$ cat src/rtl/control_sequencer_if.sv
// Handshake and strobe bundle between the instruction decoder/datapath and the
// multi-cycle control sequencer.
interface control_sequencer_if #(
    parameter int unsigned OPCODE_W  = 3,
    parameter int unsigned BRANCH_W  = 2,
    parameter int unsigned SRC_SEL_W = 3
);
    logic                 stall;
    logic                 instr_valid;
    logic [OPCODE_W-1:0]  opcode;
    logic [BRANCH_W-1:0]  branch_type;
    logic                 z_flag;
    logic                 carry_flag;
    logic                 mem_rw;
    logic                 mem_ready;

    logic                 pc_load;
    logic                 pc_inc;
    logic                 alu_src_sel;
    logic                 reg_write;
    logic [SRC_SEL_W-1:0] reg_src_sel;
    logic                 flash_read;
    logic                 mem_req;
    logic                 mem_rw_out;
    logic                 retire;
    logic                 illegal_op;
    logic                 bus_error;

    // Sequencer side: consumes decode/status, issues control strobes
    modport master (
        input  stall, instr_valid, opcode, branch_type, z_flag, carry_flag,
               mem_rw, mem_ready,
        output pc_load, pc_inc, alu_src_sel, reg_write, reg_src_sel,
               flash_read, mem_req, mem_rw_out, retire, illegal_op, bus_error
    );

    // Core side: decoder, flash, RAM and datapath
    modport slave (
        output stall, instr_valid, opcode, branch_type, z_flag, carry_flag,
               mem_rw, mem_ready,
        input  pc_load, pc_inc, alu_src_sel, reg_write, reg_src_sel,
               flash_read, mem_req, mem_rw_out, retire, illegal_op, bus_error
    );
endinterface

$ cat src/rtl/control_sequencer.sv
// Multi-cycle control sequencer: FETCH/EXEC/MEM_ACC phases with flash wait
// states, RAM timeout, illegal-opcode trap and external stall.
module control_sequencer #(
    parameter int unsigned OPCODE_W    = 3,
    parameter int unsigned BRANCH_W    = 2,
    parameter int unsigned SRC_SEL_W   = 3,
    parameter int unsigned FLASH_WAIT  = 1,
    parameter int unsigned MEM_TIMEOUT = 8
) (
    input  logic                  clk,
    input  logic                  reset,
    control_sequencer_if.master   bus
);
    localparam int unsigned WCNT_W = 4;
    localparam int unsigned TCNT_W = 8;

    localparam logic [OPCODE_W-1:0] OP_RR      = OPCODE_W'(0);
    localparam logic [OPCODE_W-1:0] OP_IMM     = OPCODE_W'(1);
    localparam logic [OPCODE_W-1:0] OP_LOADIMM = OPCODE_W'(2);
    localparam logic [OPCODE_W-1:0] OP_MEM     = OPCODE_W'(3);
    localparam logic [OPCODE_W-1:0] OP_BRANCH  = OPCODE_W'(4);

    localparam logic [BRANCH_W-1:0] BR_UNB  = BRANCH_W'(0);
    localparam logic [BRANCH_W-1:0] BR_BIZ  = BRANCH_W'(1);
    localparam logic [BRANCH_W-1:0] BR_BINZ = BRANCH_W'(2);
    localparam logic [BRANCH_W-1:0] BR_BIC  = BRANCH_W'(3);

    localparam logic [SRC_SEL_W-1:0] SRC_ALU = SRC_SEL_W'(0);
    localparam logic [SRC_SEL_W-1:0] SRC_RAM = SRC_SEL_W'(1);
    localparam logic [SRC_SEL_W-1:0] SRC_IMM = SRC_SEL_W'(2);

    localparam logic [WCNT_W-1:0] WCNT_LAST = WCNT_W'(FLASH_WAIT);
    localparam logic [TCNT_W-1:0] TCNT_LAST = TCNT_W'(MEM_TIMEOUT - 1);

    typedef enum logic [1:0] {
        IDLE    = 2'd0,
        FETCH   = 2'd1,
        EXEC    = 2'd2,
        MEM_ACC = 2'd3
    } state_t;

    state_t              state, state_nxt;
    logic [WCNT_W-1:0]   wcnt, wcnt_nxt;
    logic [TCNT_W-1:0]   tcnt, tcnt_nxt;
    logic                rw_lat, rw_lat_nxt;
    logic                take_branch;

    logic                 pc_load, pc_inc, alu_src_sel, reg_write;
    logic [SRC_SEL_W-1:0] reg_src_sel;
    logic                 flash_read, mem_req, mem_rw_out;
    logic                 retire, illegal_op, bus_error;

    // State and latched access context
    always_ff @(posedge clk or negedge reset) begin
        if (!reset) begin
            state  <= IDLE;
            wcnt   <= '0;
            tcnt   <= '0;
            rw_lat <= 1'b0;
        end else begin
            state  <= state_nxt;
            wcnt   <= wcnt_nxt;
            tcnt   <= tcnt_nxt;
            rw_lat <= rw_lat_nxt;
        end
    end

    // Next state and strobes; strobes depend on live flags/handshakes
    always_comb begin
        state_nxt   = state;
        wcnt_nxt    = wcnt;
        tcnt_nxt    = tcnt;
        rw_lat_nxt  = rw_lat;
        take_branch = 1'b0;
        pc_load     = 1'b0;
        pc_inc      = 1'b0;
        alu_src_sel = 1'b0;
        reg_write   = 1'b0;
        reg_src_sel = SRC_ALU;
        flash_read  = 1'b0;
        mem_req     = 1'b0;
        mem_rw_out  = 1'b0;
        retire      = 1'b0;
        illegal_op  = 1'b0;
        bus_error   = 1'b0;

        case (state)
            IDLE: state_nxt = FETCH;

            FETCH: begin
                flash_read = 1'b1;
                // Data is only trusted once the wait-state count has elapsed
                if (bus.instr_valid && (wcnt == WCNT_LAST)) begin
                    state_nxt = EXEC;
                    wcnt_nxt  = '0;
                end else if (wcnt != WCNT_LAST) begin
                    wcnt_nxt = wcnt + WCNT_W'(1);
                end
            end

            EXEC: begin
                if (!bus.stall) begin
                    case (bus.opcode)
                        OP_RR, OP_IMM: begin
                            reg_write   = 1'b1;
                            reg_src_sel = SRC_ALU;
                            alu_src_sel = (bus.opcode == OP_IMM);
                            pc_inc      = 1'b1;
                            retire      = 1'b1;
                            state_nxt   = FETCH;
                        end
                        OP_LOADIMM: begin
                            reg_write   = 1'b1;
                            reg_src_sel = SRC_IMM;
                            pc_inc      = 1'b1;
                            retire      = 1'b1;
                            state_nxt   = FETCH;
                        end
                        OP_BRANCH: begin
                            case (bus.branch_type)
                                BR_UNB:  take_branch = 1'b1;
                                BR_BIZ:  take_branch = bus.z_flag;
                                BR_BINZ: take_branch = ~bus.z_flag;
                                BR_BIC:  take_branch = bus.carry_flag;
                                default: take_branch = 1'b0;
                            endcase
                            pc_load   = take_branch;
                            pc_inc    = ~take_branch;
                            retire    = 1'b1;
                            state_nxt = FETCH;
                        end
                        OP_MEM: begin
                            rw_lat_nxt = bus.mem_rw;
                            tcnt_nxt   = '0;
                            state_nxt  = MEM_ACC;
                        end
                        default: begin
                            illegal_op = 1'b1;
                            pc_inc     = 1'b1;
                            state_nxt  = FETCH;
                        end
                    endcase
                end
            end

            MEM_ACC: begin
                mem_req    = 1'b1;
                mem_rw_out = rw_lat;
                // A ready arriving on the timeout cycle still completes normally
                if (bus.mem_ready) begin
                    pc_inc    = 1'b1;
                    retire    = 1'b1;
                    if (!rw_lat) begin
                        reg_write   = 1'b1;
                        reg_src_sel = SRC_RAM;
                    end
                    state_nxt = FETCH;
                end else if (tcnt == TCNT_LAST) begin
                    bus_error = 1'b1;
                    pc_inc    = 1'b1;
                    state_nxt = FETCH;
                end else begin
                    tcnt_nxt = tcnt + TCNT_W'(1);
                end
            end

            default: state_nxt = IDLE;
        endcase
    end

    assign bus.pc_load     = pc_load;
    assign bus.pc_inc      = pc_inc;
    assign bus.alu_src_sel = alu_src_sel;
    assign bus.reg_write   = reg_write;
    assign bus.reg_src_sel = reg_src_sel;
    assign bus.flash_read  = flash_read;
    assign bus.mem_req     = mem_req;
    assign bus.mem_rw_out  = mem_rw_out;
    assign bus.retire      = retire;
    assign bus.illegal_op  = illegal_op;
    assign bus.bus_error   = bus_error;

endmodule

$ cat src/flat_wrapper.sv
// flat-port wrapper written by rule: the top's interface ports become plain ports
module control_sequencer_flat 
#(
    parameter int unsigned OPCODE_W    = 3,
    parameter int unsigned BRANCH_W    = 2,
    parameter int unsigned SRC_SEL_W   = 3,
    parameter int unsigned FLASH_WAIT  = 1,
    parameter int unsigned MEM_TIMEOUT = 8
)
  (clk, reset, bus_stall, bus_instr_valid, bus_opcode, bus_branch_type, bus_z_flag, bus_carry_flag, bus_mem_rw, bus_mem_ready, bus_pc_load, bus_pc_inc, bus_alu_src_sel, bus_reg_write, bus_reg_src_sel, bus_flash_read, bus_mem_req, bus_mem_rw_out, bus_retire, bus_illegal_op, bus_bus_error);
  control_sequencer_if #(.OPCODE_W(OPCODE_W), .BRANCH_W(BRANCH_W), .SRC_SEL_W(SRC_SEL_W)) bus_i ();
  input  logic clk;
  input  logic reset;
  input wire logic [$bits(bus_i.stall)-1:0] bus_stall;
  input wire logic [$bits(bus_i.instr_valid)-1:0] bus_instr_valid;
  input wire logic [$bits(bus_i.opcode)-1:0] bus_opcode;
  input wire logic [$bits(bus_i.branch_type)-1:0] bus_branch_type;
  input wire logic [$bits(bus_i.z_flag)-1:0] bus_z_flag;
  input wire logic [$bits(bus_i.carry_flag)-1:0] bus_carry_flag;
  input wire logic [$bits(bus_i.mem_rw)-1:0] bus_mem_rw;
  input wire logic [$bits(bus_i.mem_ready)-1:0] bus_mem_ready;
  output wire logic [$bits(bus_i.pc_load)-1:0] bus_pc_load;
  output wire logic [$bits(bus_i.pc_inc)-1:0] bus_pc_inc;
  output wire logic [$bits(bus_i.alu_src_sel)-1:0] bus_alu_src_sel;
  output wire logic [$bits(bus_i.reg_write)-1:0] bus_reg_write;
  output wire logic [$bits(bus_i.reg_src_sel)-1:0] bus_reg_src_sel;
  output wire logic [$bits(bus_i.flash_read)-1:0] bus_flash_read;
  output wire logic [$bits(bus_i.mem_req)-1:0] bus_mem_req;
  output wire logic [$bits(bus_i.mem_rw_out)-1:0] bus_mem_rw_out;
  output wire logic [$bits(bus_i.retire)-1:0] bus_retire;
  output wire logic [$bits(bus_i.illegal_op)-1:0] bus_illegal_op;
  output wire logic [$bits(bus_i.bus_error)-1:0] bus_bus_error;
  assign bus_i.stall = bus_stall;
  assign bus_i.instr_valid = bus_instr_valid;
  assign bus_i.opcode = bus_opcode;
  assign bus_i.branch_type = bus_branch_type;
  assign bus_i.z_flag = bus_z_flag;
  assign bus_i.carry_flag = bus_carry_flag;
  assign bus_i.mem_rw = bus_mem_rw;
  assign bus_i.mem_ready = bus_mem_ready;
  assign bus_pc_load = bus_i.pc_load;
  assign bus_pc_inc = bus_i.pc_inc;
  assign bus_alu_src_sel = bus_i.alu_src_sel;
  assign bus_reg_write = bus_i.reg_write;
  assign bus_reg_src_sel = bus_i.reg_src_sel;
  assign bus_flash_read = bus_i.flash_read;
  assign bus_mem_req = bus_i.mem_req;
  assign bus_mem_rw_out = bus_i.mem_rw_out;
  assign bus_retire = bus_i.retire;
  assign bus_illegal_op = bus_i.illegal_op;
  assign bus_bus_error = bus_i.bus_error;
  control_sequencer #(.OPCODE_W(OPCODE_W), .BRANCH_W(BRANCH_W), .SRC_SEL_W(SRC_SEL_W), .FLASH_WAIT(FLASH_WAIT), .MEM_TIMEOUT(MEM_TIMEOUT)) u_core (.clk(clk), .reset(reset), .bus(bus_i));
endmodule
$ cat config.mk
export PLATFORM = sky130hd
export DESIGN_NAME = control_sequencer_flat
export DESIGN_NICKNAME = d
export VERILOG_FILES = /design/src/rtl/control_sequencer_if.sv /design/src/rtl/control_sequencer.sv /design/src/flat_wrapper.sv
export SDC_FILE = /design/constraint.sdc
export NUM_CORES = 1
export LEC_CHECK = 0
export CORE_MARGIN = 2
export CORE_UTILIZATION = 49
export DETAILED_ROUTE_END_ITERATION = 10
export GPL_ROUTABILITY_DRIVEN = 0
export PLACE_DENSITY = 0.79
export SYNTH_ARGS = -nofsm -noshare
export SYNTH_HDL_FRONTEND = slang
export SYNTH_SLANG_ARGS = --single-unit
$ cat constraint.sdc
create_clock -name clk -period 2.13 [get_ports clk]
set_clock_uncertainty 0.1 [all_clocks]
set_input_delay 0.5325 -clock clk [delete_from_list [all_inputs] [get_ports clk]]
set_output_delay 0.5325 -clock clk [all_outputs]
set_load 0.01 [all_outputs]
==> results.py, run 1 <==
metrics = {
    "clock_network": {
        "cts_buffer_depth": 2,
        "clk_pin_slew_ns": 0.10,
        "htree_levels": 1,
        "clock-sinks": 15,
        "cts-root-buf": "clkbuf_4",
        "cts_tree": "built",
        "ctsHoldBuffers": 0,
        "clk_latency_ns": 0.29,
        "cts_made_buffers": 3,
    },
    "yosys": {
        "synth.avg_cell_area_um2": 8.97,
        "yosys.area.top_type": "dfrtp_1",
        "synth.cell_area_um2": 1080,
        "synth.area.top_cells": "dfrtp_1 35%, ha_1 8.1%, nand3_1 4.2%",
        "syn_nets": 140,
        "synth_cell_types": 41,
        "ys_ff_latch": 15,
        "synth-simple-area-share": 0.280,
        "synth_xor_area_frac": 0.00814,
        "yosysTopAreaCellShare": 0.349,
        "synth_fa_ha_area_frac": 0.0907,
        "synth_top_family_by_area": "simple AND/OR/NAND/NOR gates",
        "yosys_warnings": 0,
        "syn_inst": 120,
        "synth-compound-area-share": 0.172,
        "yosysSeqAreaShare": 0.349,
        "synthMuxAreaShare": 0.0395,
    },
    "die": {
        "die-area_um2": 2590,
        "ios": 26,
        "coreArea_um2": 2020,
        "initial_core_util": 0.532,
        "dieWidth_um": 50.9,
        "core.rowCount": 16,
        "dieHeight_um": 50.9,
    },
    "final_layout": {
        "drive_gt1_frac": 0.399,
        "syn_to_final_growth_pct": 54.5,
        "fin_nets": 194,
        "diodes": 0,
        "final_common_cell": "buf_4",
        "mostFrequentLayoutCells": "24 x buf_4, 15 x dfrtp_1, 11 x nand2_1",
    },
    "placement": {
        "dpl.hpwl_um": 2140,
        "portBuffers": 24,
    },
    "global_route": {
        "antenna_found_initial": 0,
        "grt_pass1_vias": 1182,
        "gr-usage-all-layers": 0.252,
        "grt_max_degree": 16,
        "grt_overflow": 0,
        "grt_pass1_wl_um": 4980,
    },
    "timing": {
        "rsz0062_at_grt": "yes",
        "fmax_mhz": 435,
        "hold_violations": 0,
        "setup_viol": 5,
        "setup-tns-final_ns": -0.462,
        "slew_violations": 0,
        "post-route-period-util": 1.08,
        "whs_ns": 0.406,
        "period_needed_ns": 2.30,
        "finalWorstSetupSlack_ns": -0.169,
    },
    "detailed_routing": {
        "vias_per_cell": 5.80,
        "dr.pass1.iters": 4,
        "wl_met3_um": 167,
        "drt-total-wl_um": 2970,
        "drc_errors": 0,
        "wl_per_cell_um": 14.8,
        "ant_nets": 0,
        "routed.top_layer": "met4",
        "num_vias": 1159,
        "wl_met1_um": 1210,
        "wl_met2_um": 1560,
        "drt-initial-drc-count": 22,
    },
    "critical_path": {
        "crit_arrival_ns": 1.67,
        "worstSetupStartpointType": "input port",
        "crit_start": "bus_z_flag",
        "path_class": "input port to primary output",
        "critPathMaxFanout": 2,
        "end_kind": "primary output",
        "r2r_start": "u_core.wcnt[1]",
        "critPathRequiredTime_ns": 1.50,
    },
    "run_status": {
        "outcome": "finished with violations",
        "violations": "negative setup slack",
    },
    "job": {
        "cap_viol_max_count": 0,
    },
    "power": {
        "combPwrFrac": 0.585,
        "power_density_nw_per_um2": 885,
        "p_leak_nw": 0.764,
        "seq_power_share": 0.300,
        "switching_share": 0.412,
        "pwr-share-clk": 0.115,
        "peakVddDrop_uv": 753,
        "p_total_mw": 1.47,
        "internal_power_mw": 0.865,
        "power.switching_mw": 0.607,
    },
    "worst_hold_path": {
        "hp-class": "flop to flop",
        "min_from": "u_core.wcnt[3]",
    },
}
[metrics by stage]
stage	setup WS (ns)	area [µm²]	instances	utilization
after CTS	-0.182	1610	199	0.795
after detailed placement	-0.925	1550	194	0.765
after global routing	-0.242	1660	200	0.822
after floorplan	0.0134	1090	120	-
final	-0.169	1660	200	0.822
after global placement	-0.887	1550	194	0.765
[cells in the mapped netlist, drive strengths merged]
library cell / number
nand3: 9
nand4bb: 1
ha: 7
dfrtp: 15
a22oi: 1
nand2b: 2
nand4: 2
or4: 5
mux2: 2
inv: 8
or2: 1
xnor2: 1
nor4: 1
a31oi: 1
buf: 3
nor3: 2
o21ai: 6
o2bb2ai: 1
maj3: 1
mux2i: 2
nor2: 8
o41ai: 1
nand2: 12
clkbuf: 2
and3b: 1
o32ai: 1
a21boi: 3
and2: 2
a21oi: 3
nor3b: 1
a21o: 1
or4b: 2
o311ai: 2
nor4b: 2
o211ai: 1
o311a: 1
conb: 1
o31ai: 4
and4bb: 1
[power by group through the flow]
stage	clock, mW	combinational, mW	sequential (mW)
6_report	0.169	0.861	0.442
3_5_place_dp	0	0.763	0.436
2_1_floorplan	0	0.410	0.445
3_3_place_gp	0	0.730	0.429
4_1_cts	0.171	0.786	0.432
5_1_grt	0.183	0.944	0.455
[path summary, 6_finish.rpt]
path / cells after the start / slack (ns) / endpoint
worst max register to register: 6 / 0.15 / u_core.state[1]
worst min register to register: 1 / 0.41 / u_core.wcnt[3]
worst min-delay path: 1 / 0.41 / u_core.wcnt[3]
worst max-delay path: 6 / -0.17 / bus_pc_inc
max in group asynchronous: 2 / 1.29 / u_core.tcnt[0]
min in group asynchronous: 2 / 0.45 / u_core.wcnt[2]
[worst max-delay path, cell delays in order]
cell       delay, ns
buf_6           0.07
mux2i_1         0.17
a31oi_1         0.06
or4b_4          0.55
o2bb2ai_2       0.15
buf_2           0.14
[flip-flops by register name (all words and copies together) (netlist names)]
register	cells
u_core.rw_lat	1
u_core.state	2
u_core.tcnt	8
u_core.wcnt	4
[cell families (layout without fill, tap and decap cells)]
kind of cell,after synthesis,after routing
and+or+nand+nor,52,52
xor gates and xnor gates,1,1
AOI/OAI and AO/OA,26,26
adders and majority gates,8,8
buffers and inverters,13,66
DFF,15,15
other,1,1
muxes,4,4
[final cells by class]
class	count	area [µm²]
flip-flops and latches	15	375
inverters	8	32.5
clock inverters	1	5.00
repair buffers	54	444
well taps	27	33.8
clock buffers	3	22.5
fillers	119	359
multi-input cells	92	749
[repair_timing]
action,CTS,global route
gates resized for setup,80,14
setup endpoints to repair,16,14
pin swaps,6,8
buffers inserted,1,1
gates cloned,0,0
[routing by layer]
| metal | vias up | track usage |
|---|---|---|
| met3 | 4 | 0.0468 |
| li1 | 551 | - |
| met5 | - | 0 |
| met1 | 560 | 0.292 |
| met4 | 0 | 0.0946 |
| met2 | 44 | 0.458 |
Power figures use the tool's default switching activity.
==> run 2: changes to the inputs <==
Settings changed: CORE_MARGIN 2 to 5, SETUP_SLACK_MARGIN set to 0.3.
==> run 2 against run 1 <==
Against the previous run: the flow now stops in 5_1_grt; synthesized cell count stayed put; area after synthesis did not move.
==> results.py, run 2 <==
metrics = {
    "clock_network": {
        "ctsHoldBuffers": 0,
        "cts-root-buf": "clkbuf_4",
        "htree_levels": 1,
        "clock-sinks": 15,
        "cts_buffer_depth": 2,
        "cts_made_buffers": 3,
    },
    "yosys": {
        "yosysTopAreaCellShare": 0.349,
        "async_flop_share": 1.00,
        "yosys.area.top_type": "dfrtp_1",
        "synth.avg_cell_area_um2": 8.97,
        "synth_cell_types": 41,
        "synth.area.top_cells": "dfrtp_1 35%, ha_1 8.1%, nand3_1 4.2%",
        "synth.cell_area_um2": 1080,
        "syn_nets": 140,
        "yosysSeqAreaShare": 0.349,
        "syn_inst": 120,
        "ys_ff_latch": 15,
        "synth_most_common_cell": "dfrtp_1",
        "yosys_warnings": 0,
        "synth_ff_type": "dfrtp_1",
        "synth_edf_count": 0,
        "ys_top_cells_by_count": "15 x dfrtp_1, 12 x nand2_1, 9 x nand3_1",
    },
    "global_route": {
        "grt_max_degree": 16,
    },
    "run_status": {
        "lastStage": "5_1_grt",
        "outcome": "did not finish",
        "first-error": "[ERROR DPL-0038] Utilization greater than 100%, impossible to legalize",
    },
    "placement": {
        "dp_cells": 201,
        "portBuffers": 24,
        "dpl.hpwl_um": 2400,
        "dpl_cell_area_um2": 1690,
    },
    "die": {
        "core.rowCount": 17,
        "ios": 26,
        "dieWidth_um": 56.9,
        "initial_core_util": 0.501,
        "dieHeight_um": 56.9,
    },
    "timing": {
        "grt_worst_setup_endpoint": "bus_pc_inc",
        "worstEpCategory": "top-level output",
    },
}
-- run 2: metrics by stage --
stage / setup TNS, ns / setup WS, ns
4_1_cts: -0.520 / -0.196
3_5_place_dp: -7.50 / -0.943
3_3_place_gp: -7.04 / -0.892
2_1_floorplan: 0 / 0.104
-- run 2: kinds of logic after synthesis --
| logic type | share of synthesized area |
|---|---|
| buf+inv | 0.0570 |
| mux | 0.0395 |
| other cells | 0.00349 |
| flops | 0.349 |
| fa+ha+maj | 0.0907 |
| xor+xnor | 0.00814 |
| simple gates | 0.280 |
| compound gates | 0.172 |
-- run 2: repair_timing --
action	in CTS
setup buffers	13
resized for setup	116
endpoints found under the setup margin	23
cloned	1
pin swaps	18
==> run 3: changes to the inputs <==
Settings changed: CORE_AREA set to 5 5 66 68, CORE_MARGIN 5 to unset, CORE_UTILIZATION 49 to unset, DIE_AREA set to 0 0 71 73, PLACE_DENSITY 0.79 to unset, PLACE_DENSITY_LB_ADDON set to 0.15, SETUP_SLACK_MARGIN 0.3 to unset.
==> run 3 against run 2 <==
Against the previous run: the flow now finishes, with violations (negative setup slack).
==> results.py, run 3 (synthesis results as in run 1) <==
metrics = {
    "global_route": {
        "gr-usage-all-layers": 0.124,
        "grt_pass1_vias": 1092,
        "grt_overflow": 0,
        "antenna_found_initial": 0,
        "grt_max_degree": 16,
        "grt_pass1_wl_um": 5110,
    },
    "detailed_routing": {
        "drc_errors": 0,
        "dr.pass1.iters": 4,
        "drt-initial-drc-count": 49,
        "wl_met1_um": 1340,
        "routed.top_layer": "met4",
        "drt-total-wl_um": 3190,
        "wl_met2_um": 1630,
        "wl_per_cell_um": 14.0,
        "ant_nets": 0,
        "num_vias": 1124,
        "wl_met3_um": 185,
        "vias_per_cell": 4.95,
    },
    "placement": {
        "dp_cells": 220,
        "dpl.hpwl_um": 2400,
        "dpl_cell_area_um2": 1600,
        "portBuffers": 24,
    },
    "final_layout": {
        "mostFrequentLayoutCells": "27 x buf_4, 15 x dfrtp_1, 13 x buf_6, 11 x nand2_1, 9 x nand3_1",
        "utilization": 0.469,
        "stdcell_count": 227,
        "final_common_cell": "buf_4",
        "regMostFlops": "u_core.tcnt",
        "diodes": 0,
        "final_area_um2": 1780,
        "syn_to_final_growth_pct": 65.7,
        "fin_nets": 198,
        "top_regs": "u_core.tcnt (8), u_core.wcnt (4), u_core.state (2)",
        "largest_reg_flops": 8,
        "drive_gt1_frac": 0.407,
        "fillers": 401,
    },
    "die": {
        "coreArea_um2": 3800,
        "die-area_um2": 5180,
        "dieHeight_um": 73,
        "initial_core_util": 0.283,
        "core.rowCount": 23,
        "ios": 26,
        "dieWidth_um": 71,
    },
    "critical_path": {
        "critPathRequiredTime_ns": 1.50,
        "critPathMaxFanout": 2,
        "crit_slowest_cell": "or4b_4",
        "max_stage_delay_ns": 0.51,
        "cp_cell_sequence": "buf_6 -> mux2i_1 -> a31oi_1 -> or4b_4 -> o2bb2ai_2 -> buf_2",
        "worstSetupStartpointType": "input port",
        "path_class": "input port to primary output",
        "end_kind": "primary output",
        "crit_arrival_ns": 1.62,
    },
    "run_status": {
        "violations": "negative setup slack",
        "outcome": "finished with violations",
    },
    "job": {
        "cap_viol_max_count": 0,
    },
    "timing": {
        "period_needed_ns": 2.25,
        "post-route-period-util": 1.06,
        "whs_ns": 0.381,
        "fmax_mhz": 444,
        "setup_viol": 5,
        "slew_violations": 0,
        "setup-tns-final_ns": -0.288,
        "rsz0062_at_grt": "yes",
        "finalWorstSetupSlack_ns": -0.122,
        "hold_violations": 0,
    },
    "worst_hold_path": {
        "hp-class": "flop to flop",
    },
    "clock_network": {
        "cts-root-buf": "clkbuf_8",
        "cts_made_buffers": 3,
        "htree_levels": 1,
        "clock-sinks": 15,
        "cts_buffer_depth": 2,
        "clk_latency_ns": 0.25,
        "cts_tree": "built",
        "clk_pin_slew_ns": 0.07,
    },
    "power": {
        "power_density_nw_per_um2": 897,
        "p_leak_nw": 0.801,
        "peakVddDrop_uv": 472,
    },
}
run 3: area by class of cell:
| cell class | count | area, µm² | share of cell area |
|---|---|---|---|
| clock inverter | 1 | 5.00 | 0.00281 |
| multi-input combinational | 92 | 774 | 0.434 |
| clock buffer | 3 | 41.3 | 0.0232 |
| inverter | 8 | 32.5 | 0.0182 |
| sequential | 15 | 375 | 0.211 |
| tap | 50 | 62.6 | 0.0351 |
| timing repair buffer | 58 | 492 | 0.276 |
run 3: layer usage:
metal	up-vias	track usage
met5	-	0
met1	534	0.145
met3	2	0.0358
met4	0	0.0376
li1	557	-
met2	31	0.219
run 3: worst max-delay path: cells and delay by family:
kind / cells / cell delay, ns
buffers and inverters: 2 / 0.20
AND/OR/NAND/NOR: 1 / 0.51
multiplexers: 1 / 0.17
AO/OA/AOI/OAI: 2 / 0.20
run 3: path summary, 6_finish.rpt:
kind	slack, ns	end	cells past startpoint	from
max	-0.12	bus_pc_inc	6	bus_z_flag
min	0.38	u_core.wcnt[3]	1	u_core.wcnt[3]
max reg2reg	0.10	u_core.tcnt[5]	7	u_core.state[1]
min reg2reg	0.38	u_core.wcnt[3]	1	u_core.wcnt[3]
max in group asynchronous	1.25	u_core.tcnt[3]	2	reset
min in group asynchronous	0.50	u_core.wcnt[0]	2	reset
run 3: what timing repair did:
item / CTS / global route
endpoints found under the setup margin: 18 / 15
hold buffers: 0 / 0
resized for setup: 84 / 15
pin swaps: 7 / 4
setup buffers: 1 / 2
run 3: metrics by stage:
step                power (mW)  setup slack, ns
finish                    1.60           -0.122
global route              1.73           -0.228
floorplan                0.855           0.0134
global placement          1.21           -0.898
CTS                       1.52           -0.169
detailed placement        1.23           -0.916
run 3: power breakdown:
part | switching, mW | leakage, nW | internal (mW)
combinational | 0.439 | 0.578 | 0.467
sequential | 0.0725 | 0.198 | 0.370
clock | 0.120 | 0.0255 | 0.130
total | 0.631 | 0.801 | 0.967
==> run 4: changes to the inputs <==
Settings changed: ABC_CLOCK_PERIOD_IN_PS set to 2130, CORE_AREA 5 5 66 68 to 2 2 63 65, DIE_AREA 0 0 71 73 to 0 0 65 67.
==> run 4 against run 3 <==
Against the previous run: clock power is 6% lower; the flow still finishes with violations (negative setup slack); combinational power is 3.5% lower; cell count is 1.3% lower; largest power group unchanged; register-to-register slack better by 0.05 ns; critical path type unchanged; worst setup slack worse by 0.024 ns; count of clock-buffer cells in the layout is 1 higher; global-route usage is 2.7 points higher; hold slack better by 0.0039 ns; via count is 2.8% lower.
==> results.py, run 4 (synthesis results as in run 1) <==
metrics = {
    "power": {
        "power_density_nw_per_um2": 890,
        "peakVddDrop_uv": 446,
        "p_leak_nw": 0.798,
    },
    "global_route": {
        "grt_max_degree": 16,
        "grt_pass1_vias": 1124,
        "grt_pass1_wl_um": 5040,
        "antenna_found_initial": 0,
        "grt_overflow": 0,
        "gr-usage-all-layers": 0.151,
    },
    "die": {
        "coreArea_um2": 3610,
        "die-area_um2": 4360,
        "core.rowCount": 22,
        "ios": 26,
        "dieWidth_um": 65,
        "initial_core_util": 0.298,
        "dieHeight_um": 67,
    },
    "critical_path": {
        "path_class": "input port to primary output",
        "end_kind": "primary output",
        "crit_start": "bus_z_flag",
        "worstSetupStartpointType": "input port",
        "critPathMaxFanout": 2,
        "rrSetupSlack_ns": 0.15,
        "crit_arrival_ns": 1.64,
        "critPathRequiredTime_ns": 1.50,
        "r2r_start": "u_core.state[0]",
    },
    "final_layout": {
        "diodes": 0,
        "mostFrequentLayoutCells": "26 x buf_4, 15 x dfrtp_1, 11 x nand2_1, 10 x buf_6",
        "final_common_cell": "buf_4",
        "utilization": 0.485,
        "fin_nets": 197,
        "syn_to_final_growth_pct": 62.4,
        "fillers": 348,
        "multi_input_area_um2": 769,
        "regArea_um2": 375,
        "drive_gt1_frac": 0.403,
        "top_regs": "u_core.tcnt (8), u_core.wcnt (4), u_core.state (2)",
        "largest_reg_flops": 8,
        "regMostFlops": "u_core.tcnt",
    },
    "run_status": {
        "violations": "negative setup slack",
        "outcome": "finished with violations",
    },
    "timing": {
        "rsz0062_at_grt": "yes",
        "hold_violations": 0,
        "finalWorstSetupSlack_ns": -0.146,
        "setup_viol": 5,
        "post-route-period-util": 1.07,
        "period_needed_ns": 2.28,
        "fmax_mhz": 439,
        "slew_violations": 0,
    },
    "clock_network": {
        "ctsHoldBuffers": 0,
        "cts_made_buffers": 3,
        "clk_latency_ns": 0.25,
        "clk_pin_slew_ns": 0.07,
        "htree_levels": 1,
        "cts_tree": "built",
        "cts-root-buf": "clkbuf_8",
        "cts_buffer_depth": 2,
        "clock-sinks": 15,
    },
    "placement": {
        "portBuffers": 24,
        "pre_cts_ws_ns": -0.945,
        "dpl.hpwl_um": 2240,
    },
    "detailed_routing": {
        "drt-total-wl_um": 2900,
        "ant_nets": 0,
        "drt-initial-drc-count": 69,
        "dr.pass1.iters": 4,
        "vias_per_cell": 4.88,
        "drc_errors": 0,
        "wl_per_cell_um": 13.0,
        "num_vias": 1093,
    },
    "job": {
        "cap_viol_max_count": 0,
    },
    "worst_hold_path": {
        "min_from": "u_core.wcnt[3]",
        "hp-class": "flop to flop",
    },
}
[run 4: cell types whose count changed in the layout (fill, tap and decap cells not counted), sizes merged]
cell	before	now
buf	46	45
clkbuf	3	4
clkinv	1	0
[run 4: per-stage QoR]
stage / hold WS, ns / TNS (ns) / cell area [µm²] / instances / power [mW]
floorplan: 0.137 / 0 / 1090 / 120 / 0.855
global placement: 0.360 / -7.78 / 1590 / 217 / 1.21
detailed placement: 0.377 / -7.82 / 1590 / 217 / 1.23
CTS: 0.388 / -0.403 / 1680 / 223 / 1.53
global route: 0.404 / -0.804 / 1750 / 224 / 1.70
finish: 0.385 / -0.380 / 1750 / 224 / 1.55
[run 4: worst max-delay path, stage by stage]
cell       delay [ns]
buf_6            0.07
mux2i_1          0.16
a31oi_1          0.06
or4b_4           0.55
o2bb2ai_2        0.14
buf_2            0.13
[run 4: per-layer routing]
metal,up-vias,GRT usage,wire [µm]
met5,-,0,0
met4,0,0.0559,27
met3,2,0.0203,120
met2,23,0.263,1390
met1,508,0.189,1370
li1,560,-,-
[run 4: final cells by class]
| class | instances | share of cell area |
|---|---|---|
| clock buffers | 4 | 0.0258 |
| inverters | 8 | 0.0186 |
| multi-input cells | 92 | 0.440 |
| flip-flops and latches | 15 | 0.215 |
| well taps | 48 | 0.0344 |
| repair buffers | 57 | 0.266 |
[run 4: where the power goes]
part | internal, mW | switching, mW
Clock | 0.132 | 0.103
Combinational | 0.445 | 0.429
Sequential | 0.371 | 0.0747
[run 4: path summary, 6_finish.rpt]
| kind | end | cells after the start |
|---|---|---|
| max | bus_pc_inc | 6 |
| min | u_core.wcnt[3] | 1 |
| max reg2reg | u_core.tcnt[7] | 8 |
| min reg2reg | u_core.wcnt[3] | 1 |
| max in group asynchronous | u_core.tcnt[0] | 2 |
| min in group asynchronous | u_core.wcnt[3] | 2 |
[run 4: what timing repair did]
action,4_1_cts,5_1_grt
endpoints found under the setup margin,16,8
setup buffers,2,1
gates resized for setup,84,13
pin swaps,5,5
